<file path="config.mk">
export PLATFORM = sky130hd
export DESIGN_NAME = sipo_rx_ctrl_flat
export DESIGN_NICKNAME = d
export VERILOG_FILES = /design/src/rtl/sipo_rx_if.sv /design/src/rtl/sipo_rx_ctrl.sv /design/src/flat_wrapper.sv
export SDC_FILE = /design/constraint.sdc
export NUM_CORES = 1
export LEC_CHECK = 0
export ABC_CLOCK_PERIOD_IN_PS = 4900
export CAP_MARGIN = 30
export CORE_MARGIN = 2
export CORE_UTILIZATION = 25
export CTS_CLUSTER_DIAMETER = 50
export DETAILED_ROUTE_END_ITERATION = 6
export SLEW_MARGIN = 20
export SYNTH_ARGS = -nofsm -noshare
export SYNTH_HDL_FRONTEND = slang
export SYNTH_SLANG_ARGS = --single-unit
</file>
<file path="constraint.sdc">
create_clock -name clk -period 4.9 [get_ports clk]
set_clock_uncertainty 0.2 [all_clocks]
set_input_delay 0.49 -clock clk [delete_from_list [all_inputs] [get_ports clk]]
set_output_delay 0.49 -clock clk [all_outputs]
set_load 0.05 [all_outputs]
</file>
<file path="src/rtl/sipo_rx_if.sv">
// sipo_rx_if: parallel/serial bundle between a framed serial receiver and
// the blocks around it.
//   master : the serial source and the parallel consumer. Drives si, enable
//            and po_ready. Observes the word, the handshake, and the status.
//   slave  : the receiver (sipo_rx_ctrl). Drives po, po_valid, busy and the
//            parity_err/frame_err/overrun pulses.
interface sipo_rx_if #(
  parameter int WIDTH = 8
);
  logic             si;
  logic             enable;
  logic             po_ready;
  logic [WIDTH-1:0] po;
  logic             po_valid;
  logic             busy;
  logic             parity_err;
  logic             frame_err;
  logic             overrun;

  modport master (
    output si, enable, po_ready,
    input  po, po_valid, busy, parity_err, frame_err, overrun
  );

  modport slave (
    input  si, enable, po_ready,
    output po, po_valid, busy, parity_err, frame_err, overrun
  );
endinterface

</file>
<file path="src/rtl/sipo_rx_ctrl.sv">
// sipo_rx_ctrl: framed serial receive controller.
// The block detects a start bit on si and samples each bit in the middle of
// its BIT_CYCLES-long window. It shifts WIDTH data bits in LSB-first and can
// check an even-parity bit. It also checks the stop bit. Each good word goes
// into a one-entry output buffer with a valid/ready handshake.
//   clk, rst  : rising-edge clock, asynchronous active-high reset
//   bus.si    : serial input, idle high, start 0, stop 1
//   bus.enable: permits start detection (a frame in progress always finishes)
//   bus.po / po_valid / po_ready : parallel word and its handshake
//   bus.busy  : the receiver is inside a frame (not IDLE)
//   bus.parity_err / frame_err / overrun : one-cycle status pulses
module sipo_rx_ctrl #(
  parameter int WIDTH      = 8,
  parameter int BIT_CYCLES = 4,
  parameter int PARITY_EN  = 1
) (
  input  logic        clk,
  input  logic        rst,
  sipo_rx_if.slave    bus
);
  localparam int HALF  = BIT_CYCLES / 2;
  localparam int CNT_W = $clog2(BIT_CYCLES);
  localparam int IDX_W = $clog2(WIDTH);

  localparam logic [2:0] S_IDLE      = 3'd0;
  localparam logic [2:0] S_START     = 3'd1;
  localparam logic [2:0] S_DATA      = 3'd2;
  localparam logic [2:0] S_PARITY    = 3'd3;
  localparam logic [2:0] S_STOP      = 3'd4;
  localparam logic [2:0] S_WAIT_HIGH = 3'd5;

  logic [2:0]       state;
  logic [CNT_W-1:0] cnt;
  logic [IDX_W-1:0] idx;
  logic [WIDTH-1:0] sr;
  logic             par_acc;   // running XOR of the data bits
  logic             par_bad;   // latched parity verdict for this frame
  logic [WIDTH-1:0] po_q;
  logic             po_valid_q;
  logic             parity_err_q;
  logic             frame_err_q;
  logic             overrun_q;

  logic half_tick;
  logic bit_tick;
  logic stop_edge;
  logic drain;
  logic good_word;
  logic load;
  logic overrun_now;

  // The start is checked HALF edges after detection. After that, every
  // sample is BIT_CYCLES edges apart, so each sample lands mid-bit.
  assign half_tick   = (cnt == CNT_W'(HALF - 1));
  assign bit_tick    = (cnt == CNT_W'(BIT_CYCLES - 1));
  assign stop_edge   = (state == S_STOP) && bit_tick;
  assign drain       = po_valid_q && bus.po_ready;
  assign good_word   = stop_edge && bus.si && !par_bad;
  // If the consumer drains the buffer at the same edge, a new word may load
  // at that edge. This does not count as an overrun.
  assign load        = good_word && (!po_valid_q || drain);
  assign overrun_now = good_word && po_valid_q && !drain;

  // NOTE: state registers use non-blocking assignments so every flop samples
  // pre-edge values; blocking here would create order-dependent races.
  always_ff @(posedge clk or posedge rst) begin
    if (rst) begin
      state        <= S_IDLE;
      cnt          <= '0;
      idx          <= '0;
      // NOTE: the shift register is reset as well. This makes the reset state
      // fully defined, and a reset mid-frame discards any partial data.
      sr           <= '0;
      par_acc      <= 1'b0;
      par_bad      <= 1'b0;
      parity_err_q <= 1'b0;
      frame_err_q  <= 1'b0;
      overrun_q    <= 1'b0;
    end else begin
      parity_err_q <= 1'b0;
      frame_err_q  <= 1'b0;
      overrun_q    <= 1'b0;
      case (state)
        S_IDLE: begin
          cnt <= '0;
          if (bus.enable && !bus.si) state <= S_START;
        end
        S_START: begin
          if (half_tick) begin
            cnt <= '0;
            if (bus.si) begin
              state <= S_IDLE;           // glitch: false start, no report
            end else begin
              state   <= S_DATA;
              idx     <= '0;
              par_acc <= 1'b0;
              par_bad <= 1'b0;
            end
          end else begin
            cnt <= cnt + 1'b1;
          end
        end
        S_DATA: begin
          if (bit_tick) begin
            cnt     <= '0;
            sr      <= {bus.si, sr[WIDTH-1:1]};
            par_acc <= par_acc ^ bus.si;
            idx     <= idx + 1'b1;
            if (idx == IDX_W'(WIDTH - 1))
              state <= (PARITY_EN != 0) ? S_PARITY : S_STOP;
          end else begin
            cnt <= cnt + 1'b1;
          end
        end
        S_PARITY: begin
          if (bit_tick) begin
            cnt     <= '0;
            par_bad <= par_acc ^ bus.si;
            state   <= S_STOP;
          end else begin
            cnt <= cnt + 1'b1;
          end
        end
        S_STOP: begin
          if (bit_tick) begin
            cnt          <= '0;
            frame_err_q  <= !bus.si;
            parity_err_q <= bus.si && par_bad;
            overrun_q    <= overrun_now;
            // A stop bit of 0 may mean the line is stuck low. Wait for the
            // line to go high before the next start can be detected.
            state        <= bus.si ? S_IDLE : S_WAIT_HIGH;
          end else begin
            cnt <= cnt + 1'b1;
          end
        end
        S_WAIT_HIGH: begin
          if (bus.si) state <= S_IDLE;
        end
        default: state <= S_IDLE;
      endcase
    end
  end

  // One-entry output buffer. po changes only when a new word loads.
  always_ff @(posedge clk or posedge rst) begin
    if (rst) begin
      po_q       <= '0;
      po_valid_q <= 1'b0;
    end else if (load) begin
      po_q       <= sr;
      po_valid_q <= 1'b1;
    end else if (drain) begin
      po_valid_q <= 1'b0;
    end
  end

  assign bus.po         = po_q;
  assign bus.po_valid   = po_valid_q;
  assign bus.busy       = (state != S_IDLE);
  assign bus.parity_err = parity_err_q;
  assign bus.frame_err  = frame_err_q;
  assign bus.overrun    = overrun_q;
endmodule
</file>
<file path="src/flat_wrapper.sv">
// flat-port wrapper written by rule: the top's interface ports become plain ports
module sipo_rx_ctrl_flat 
#(
  parameter int WIDTH      = 8,
  parameter int BIT_CYCLES = 4,
  parameter int PARITY_EN  = 1
)
  (clk, rst, bus_si, bus_enable, bus_po_ready, bus_po, bus_po_valid, bus_busy, bus_parity_err, bus_frame_err, bus_overrun);
  sipo_rx_if #(.WIDTH(WIDTH)) bus_i ();
  input  logic clk;
  input  logic rst;
  input wire logic [$bits(bus_i.si)-1:0] bus_si;
  input wire logic [$bits(bus_i.enable)-1:0] bus_enable;
  input wire logic [$bits(bus_i.po_ready)-1:0] bus_po_ready;
  output wire logic [$bits(bus_i.po)-1:0] bus_po;
  output wire logic [$bits(bus_i.po_valid)-1:0] bus_po_valid;
  output wire logic [$bits(bus_i.busy)-1:0] bus_busy;
  output wire logic [$bits(bus_i.parity_err)-1:0] bus_parity_err;
  output wire logic [$bits(bus_i.frame_err)-1:0] bus_frame_err;
  output wire logic [$bits(bus_i.overrun)-1:0] bus_overrun;
  assign bus_i.si = bus_si;
  assign bus_i.enable = bus_enable;
  assign bus_i.po_ready = bus_po_ready;
  assign bus_po = bus_i.po;
  assign bus_po_valid = bus_i.po_valid;
  assign bus_busy = bus_i.busy;
  assign bus_parity_err = bus_i.parity_err;
  assign bus_frame_err = bus_i.frame_err;
  assign bus_overrun = bus_i.overrun;
  sipo_rx_ctrl #(.WIDTH(WIDTH), .BIT_CYCLES(BIT_CYCLES), .PARITY_EN(PARITY_EN)) u_core (.clk(clk), .rst(rst), .bus(bus_i));
endmodule
</file>
==> qor.yml, run 1 <==
layout:
  final_cell_mix: "dfrtp_1 (30), clkdlybuf4s50_1 (17), mux2_4 (15)"
  diodes: 0
  area_growth_pct: 22.3
  nets: 153
  layout-drive-gt1-share_pct: 20.8
  multi_input_area_um2: 686
  register_area_um2: 751
  final_common_cell: "dfrtp_1"
  nFillCells: 591
route:
  viasPerCell: 4.29
  vias: 939
  wl_per_cell_um: 11.9
  ant_nets: 0
  drt-initial-drc-count: 41
  routed_wl_mm: 2.62
  drtPass1Iterations: 4
  drc: 0
global_route:
  antenna_found_initial: 0
  gr-usage-all-layers_pct: 9.10
  grtUsageMet2_pct: 12.3
  grt_busiest_layer: "met1"
  grt_util_met1_pct: 12.6
  grt_pass1_vias: 949
  grt.overflow.total: 0
  grt_max_degree: 31
  grt.met3_usage_pct: 3.37
  grt_pass1_wl_mm: 4.59
floorplan:
  die_y_um: 82.5
  num_io_pins: 18
  die-area_um2: 6800
  start_util_pct: 26.0
  rows: 28
  fp.coreArea_um2: 5920
  die_x_um: 82.5
worst_setup_path:
  cp.required_ps: 4210
  worstSetupPathType: "reg2out"
  crit_fanout: 23
  arrival_ps: 2050
  worstSetupEndpointType: "output port"
  crit_path_start_kind: "flop"
logic_synthesis:
  synth_edf_count: 0
  synth_area_per_cell_um2: 12.1
  ys.warnings.count: 0
  synthTopCellsByArea: "dfrtp_1 (49%), mux2_4 (15%), ha_1 (4.1%)"
  synth-seq-area-share_pct: 48.7
  ys.flop_type: "dfrtp_1"
  netlist_area_um2: 1540
  synth_nets: 137
  synth_top_area_share_pct: 48.7
  async_reset_ff_share_pct: 100
  synth_top_cell_by_area: "dfrtp_1"
  syn_inst: 127
  ys_ff_latch: 30
  synth_cell_types: 38
timing:
  timing.final.crit_share_pct: 55.9
  drv_slew: 0
  final_hold_viol_count: 0
  holdWs_ps: 252
  max_slew.worst_pin.slew_ps: 660
  max_slew_margin_pct: 56.0
  grt_setup_unrepaired: "false"
  period_needed_ps: 2740
  max_freq_ghz: 0.365
  finalSetupViolations: 0
  tns_ps: 0
power:
  vdd_drop_max_mv: 0.246
  switchingPower_uw: 265
  p_leak_uw: 0.000817
  p_per_area_nw_per_um2: 457
  p_clk_share_pct: 36.4
  sw_frac_of_total_pct: 30.7
  p_int_uw: 597
  total_power_uw: 861
  p_comb_share_pct: 22.2
  p_seq_share_pct: 41.4
cts:
  cts_sinks: 30
  cts_resized: 0
  cts_tree: "built"
  cts_setup_buffers: 0
  cts_hold_buf: 0
  cts-htree-levels: 2
  clkLatencyLatePin_ps: 280
  cts_buffer_depth: 2
  cts-root-buf: "clkbuf_8"
  cts_made_buffers: 5
  clk_pin_slew_ps: 70
place:
  portBuffers: 17
  globalplace.congestion: 0.707
  place_hpwl_mm: 1.70
worst_hold_path:
  hold_path_class: "reg2reg"
run:
  drv_cap: 0
status:
  status: "complete, no violations"
final cells by class:
class                           count  area share [%]
Tap cell                           75            4.98
Clock buffer                        6            4.38
Sequential cell                    30            39.8
Inverter                            9            1.79
Timing Repair Buffer               18            9.43
Multi-Input combinational cell     79            36.4
Clock inverter                      2            3.19
cells in the mapped netlist, drive strengths merged (2+ instances only):
| cell type | n |
|---|---|
| dfrtp | 30 |
| mux2 | 17 |
| inv | 9 |
| buf | 8 |
| nand2 | 8 |
| a21oi | 7 |
| ha | 5 |
| nand2b | 5 |
| o21ai | 5 |
| nor2 | 4 |
| nor3 | 3 |
| mux2i | 2 |
| nor4 | 2 |
| o221ai | 2 |
logic make-up after synthesis:
logic type	Yosys count	share of synthesized area, %
fa+ha+maj	5	4.06
flops	30	48.7
mux	19	17.4
xor+xnor	1	0.569
compound gates	21	8.94
buf+inv	18	6.74
simple gates	33	13.6
flip-flops by register name (all words and copies together), names as in the netlist:
| name | flops |
|---|---|
| u_core.bus.frame_err | 1 |
| u_core.bus.overrun | 1 |
| u_core.bus.parity_err | 1 |
| u_core.bus.po | 8 |
| u_core.bus.po_valid | 1 |
| u_core.cnt | 2 |
| u_core.idx | 3 |
| u_core.par_acc | 1 |
| u_core.par_bad | 1 |
| u_core.sr | 8 |
| u_core.state | 3 |
routing by layer:
metal	vias to the layer above	share of wire, %
met3	5	5.1
met4	0	1.2
met2	21	42
li1	485	-
met5	-	0
met1	428	52
stage by stage:
stage	worst slack [ps]	utilization, %	cells	instance area (um2)
floorplan	2980	-	127	1540
global placement	2380	29.4	211	1740
detailed placement	2400	29.4	211	1740
CTS	2170	31.8	219	1880
global route	2070	31.8	219	1880
finish	2160	31.8	219	1880
power groups by stage:
stage / Sequential, uW / Clock [uW] / Combinational (uW)
2_1_floorplan: 321 / 0 / 200
3_3_place_gp: 359 / 0 / 190
3_5_place_dp: 360 / 0 / 193
4_1_cts: 356 / 321 / 194
5_1_grt: 367 / 331 / 220
6_report: 357 / 313 / 191
worst paths after layout:
check                                      from                   to  slack (ps)  cells past startpoint
min in group asynchronous                   rst  u_core.bus.po_valid         390                      3
worst min register to register   u_core.par_bad   u_core.bus.overrun         250                      1
worst min-delay path             u_core.par_bad   u_core.bus.overrun         250                      1
worst max register to register    u_core.cnt[0]         u_core.sr[7]        2600                      3
worst max-delay path            u_core.state[1]             bus_busy        2160                      2
max in group asynchronous                   rst         u_core.sr[7]        3830                      3
worst max-delay path: stages (launching register included):
cell and delay [ps]:
dfrtp_1 770, or3_1 200, clkdlybuf4s50_1 800
Note: power is estimated with default switching activity, not from simulation.
==> inputs of run 2 (changes only) <==
ABC_CLOCK_PERIOD_IN_PS = 2400   (was 4900)
clock period = 2.4 ns   (was 4.9 ns; I/O delays follow)
==> run 2 against run 1 <==
Flip-flop and latch count unchanged. Die area unchanged. Combinational power increased to 2.7 times the previous value. Highest routed layer unchanged. Clock power increased by 63%. Largest cell class unchanged.
==> qor.yml, run 2 (same netlist as run 1, synthesis figures left out) <==
cts:
  cts-root-buf: "clkbuf_8"  # unchanged
  clkLatencyLatePin_ps: 280  # about the same
  cts-htree-levels: 2  # unchanged
  cts_setup_buffers: 0  # unchanged
  cts_buffer_depth: 2  # unchanged
  clk_pin_slew_ps: 60  # was 70 ps
  cts_resized: 0  # unchanged
  cts_sinks: 30  # unchanged
  cts_tree: "built"  # unchanged
  cts_made_buffers: 5  # unchanged
  cts_hold_buf: 0  # unchanged
status:
  status: "complete, no violations"  # unchanged
worst_hold_path:
  hold_path_class: "in2async"  # was reg2reg
timing:
  max_slew.worst_pin.slew_ps: 501  # was 660 ps
  max_freq_ghz: 0.459
  finalSetupViolations: 0  # unchanged
  timing.final.crit_share_pct: 90.8
  grt_setup_unrepaired: "false"  # unchanged
  holdWs_ps: 141  # was 252 ps
  tns_ps: 0  # unchanged
  period_needed_ps: 2180
  final_hold_viol_count: 0  # unchanged
  worst_slack_ps: 220  # was 2160 ps
  drv_slew: 0  # unchanged
  max_slew_margin_pct: 66.5  # was 56.0%
global_route:
  grt.overflow.total: 0  # unchanged
  grt_max_degree: 31  # unchanged
  grt_pass1_vias: 900  # was 949
  grt_pass1_wl_mm: 4.31  # was 4.59 mm
  gr-usage-all-layers_pct: 8.42  # was 9.10%
  antenna_found_initial: 0  # unchanged
place:
  portBuffers: 17  # unchanged
  place_hpwl_mm: 1.77  # was 1.70 mm
  place_ws_ps: 298  # was 2400 ps
  globalplace.congestion: 0.779  # was 0.707
  dp_cells: 217  # was 211
floorplan:
  die_x_um: 82.5  # unchanged
  num_io_pins: 18  # unchanged
  rows: 28  # unchanged
  die-area_um2: 6800  # unchanged
  die_y_um: 82.5  # unchanged
  fp.coreArea_um2: 5920  # unchanged
  start_util_pct: 26.0  # unchanged
power:
  p_seq_share_pct: 38.9  # was 41.4%
  vdd_drop_max_mv: 0.475  # was 0.246 mV
  p_int_uw: 1130  # was 597 uW
  sw_frac_of_total_pct: 31.8  # was 30.7%
  p_comb_share_pct: 30.5  # was 22.2%
  p_leak_uw: 0.000836  # was 0.000817 uW
  switchingPower_uw: 529  # was 265 uW
  p_per_area_nw_per_um2: 870  # was 457 nW/um2
  p_clk_share_pct: 30.6  # was 36.4%
route:
  met1_length_mm: 1.38  # was 1.36 mm
  wl_met2_mm: 1.00  # was 1.09 mm
  vias: 966  # was 939
  wl_met3_um: 148  # was 133 um
  ant_nets: 0  # unchanged
  routed_wl_mm: 2.54  # was 2.62 mm
  wl_per_cell_um: 11.3  # was 11.9 um
  drc: 0  # unchanged
  highest_layer: "met4"  # unchanged
  viasPerCell: 4.31  # was 4.29
  drt-initial-drc-count: 42  # was 41
  drtPass1Iterations: 4  # unchanged
layout:
  multi_input_area_um2: 686  # unchanged
  register_area_um2: 751  # unchanged
  fin_util_pct: 32.3  # was 31.8%
  final_cell_mix: "dfrtp_1 (30), clkdlybuf4s50_1 (17), mux2_4 (15)"  # unchanged
  layout-drive-gt1-share_pct: 23.5  # was 20.8%
  nets: 159  # was 153
  area_growth_pct: 24.1  # was 22.3%
  layout.cells.non_filler: 224  # was 219
  final_common_cell: "dfrtp_1"  # unchanged
  nFillCells: 600  # was 591
  diodes: 0  # unchanged
worst_setup_path:
  slowest_stage: "clkdlybuf4s50_1"  # unchanged
  crit_path_start_kind: "flop"  # unchanged
  cp_top_family: "buffers and inverters"  # unchanged
  cp_cell_sequence: "or3_1 > clkdlybuf4s50_1"  # unchanged
  crit_fanout: 2  # was 23
  critical_path.max_stage_delay_ps: 710  # was 800 ps
  worstSetupPathType: "reg2out"  # unchanged
  arrival_ps: 1740  # was 2050 ps
  worst-path-buf-inv: 1  # unchanged
  cp.required_ps: 1960  # was 4210 ps
  worstSetupEndpointType: "output port"  # unchanged
run:
  drv_cap: 0  # unchanged
==> run 2: final timing paths <==
check / start / slack, ps / depth (start not counted) / end
min in group clk: u_core.par_bad / 260 / 1 / u_core.bus.overrun
hold / removal: rst / 140 / 3 / u_core.bus.overrun
setup reg to reg: u_core.cnt[0] / 280 / 4 / u_core.sr[7]
hold reg to reg: u_core.par_bad / 260 / 1 / u_core.bus.overrun
max in group asynchronous: rst / 1570 / 3 / u_core.bus.po[5]
setup / recovery: u_core.state[0] / 220 / 2 / bus_busy
==> run 2: power by group through the flow <==
stage               logic (uW)  registers [uW]  clock network (uW)
floorplan                  408             655                   0
global placement           513             652                   0
detailed placement         511             657                   0
CTS                        511             649                 526
global route               571             661                 558
finish                     507             648                 509
==> run 2: per-layer routing <==
metal  vias up  GRT usage [%]
met5         -              0
met4         0           1.48
met3         2           4.24
met2        20           10.9
met1       451           12.5
li1        493              -
==> run 2: worst min-delay path, delay by kind of cell <==
kind                   cells  cell delay (ps)
buffers and inverters      3              790
==> run 2: area by class of cell <==
class / instances / area share (%)
Sequential cell: 30 / 39.3
Multi-Input combinational cell: 79 / 35.9
Tap cell: 75 / 4.91
Clock buffer: 6 / 4.32
Timing Repair Buffer: 24 / 12.3
Inverter: 9 / 1.77
Clock inverter: 1 / 1.57
==> run 2: stage by stage <==
step                      total power (uW)  instance area, um2
final                                 1660                1910
after global placement                1160                1800
after detailed placement              1170                1800
after CTS                             1690                1910
after global routing                  1790                1910
after floorplan                       1060                1540
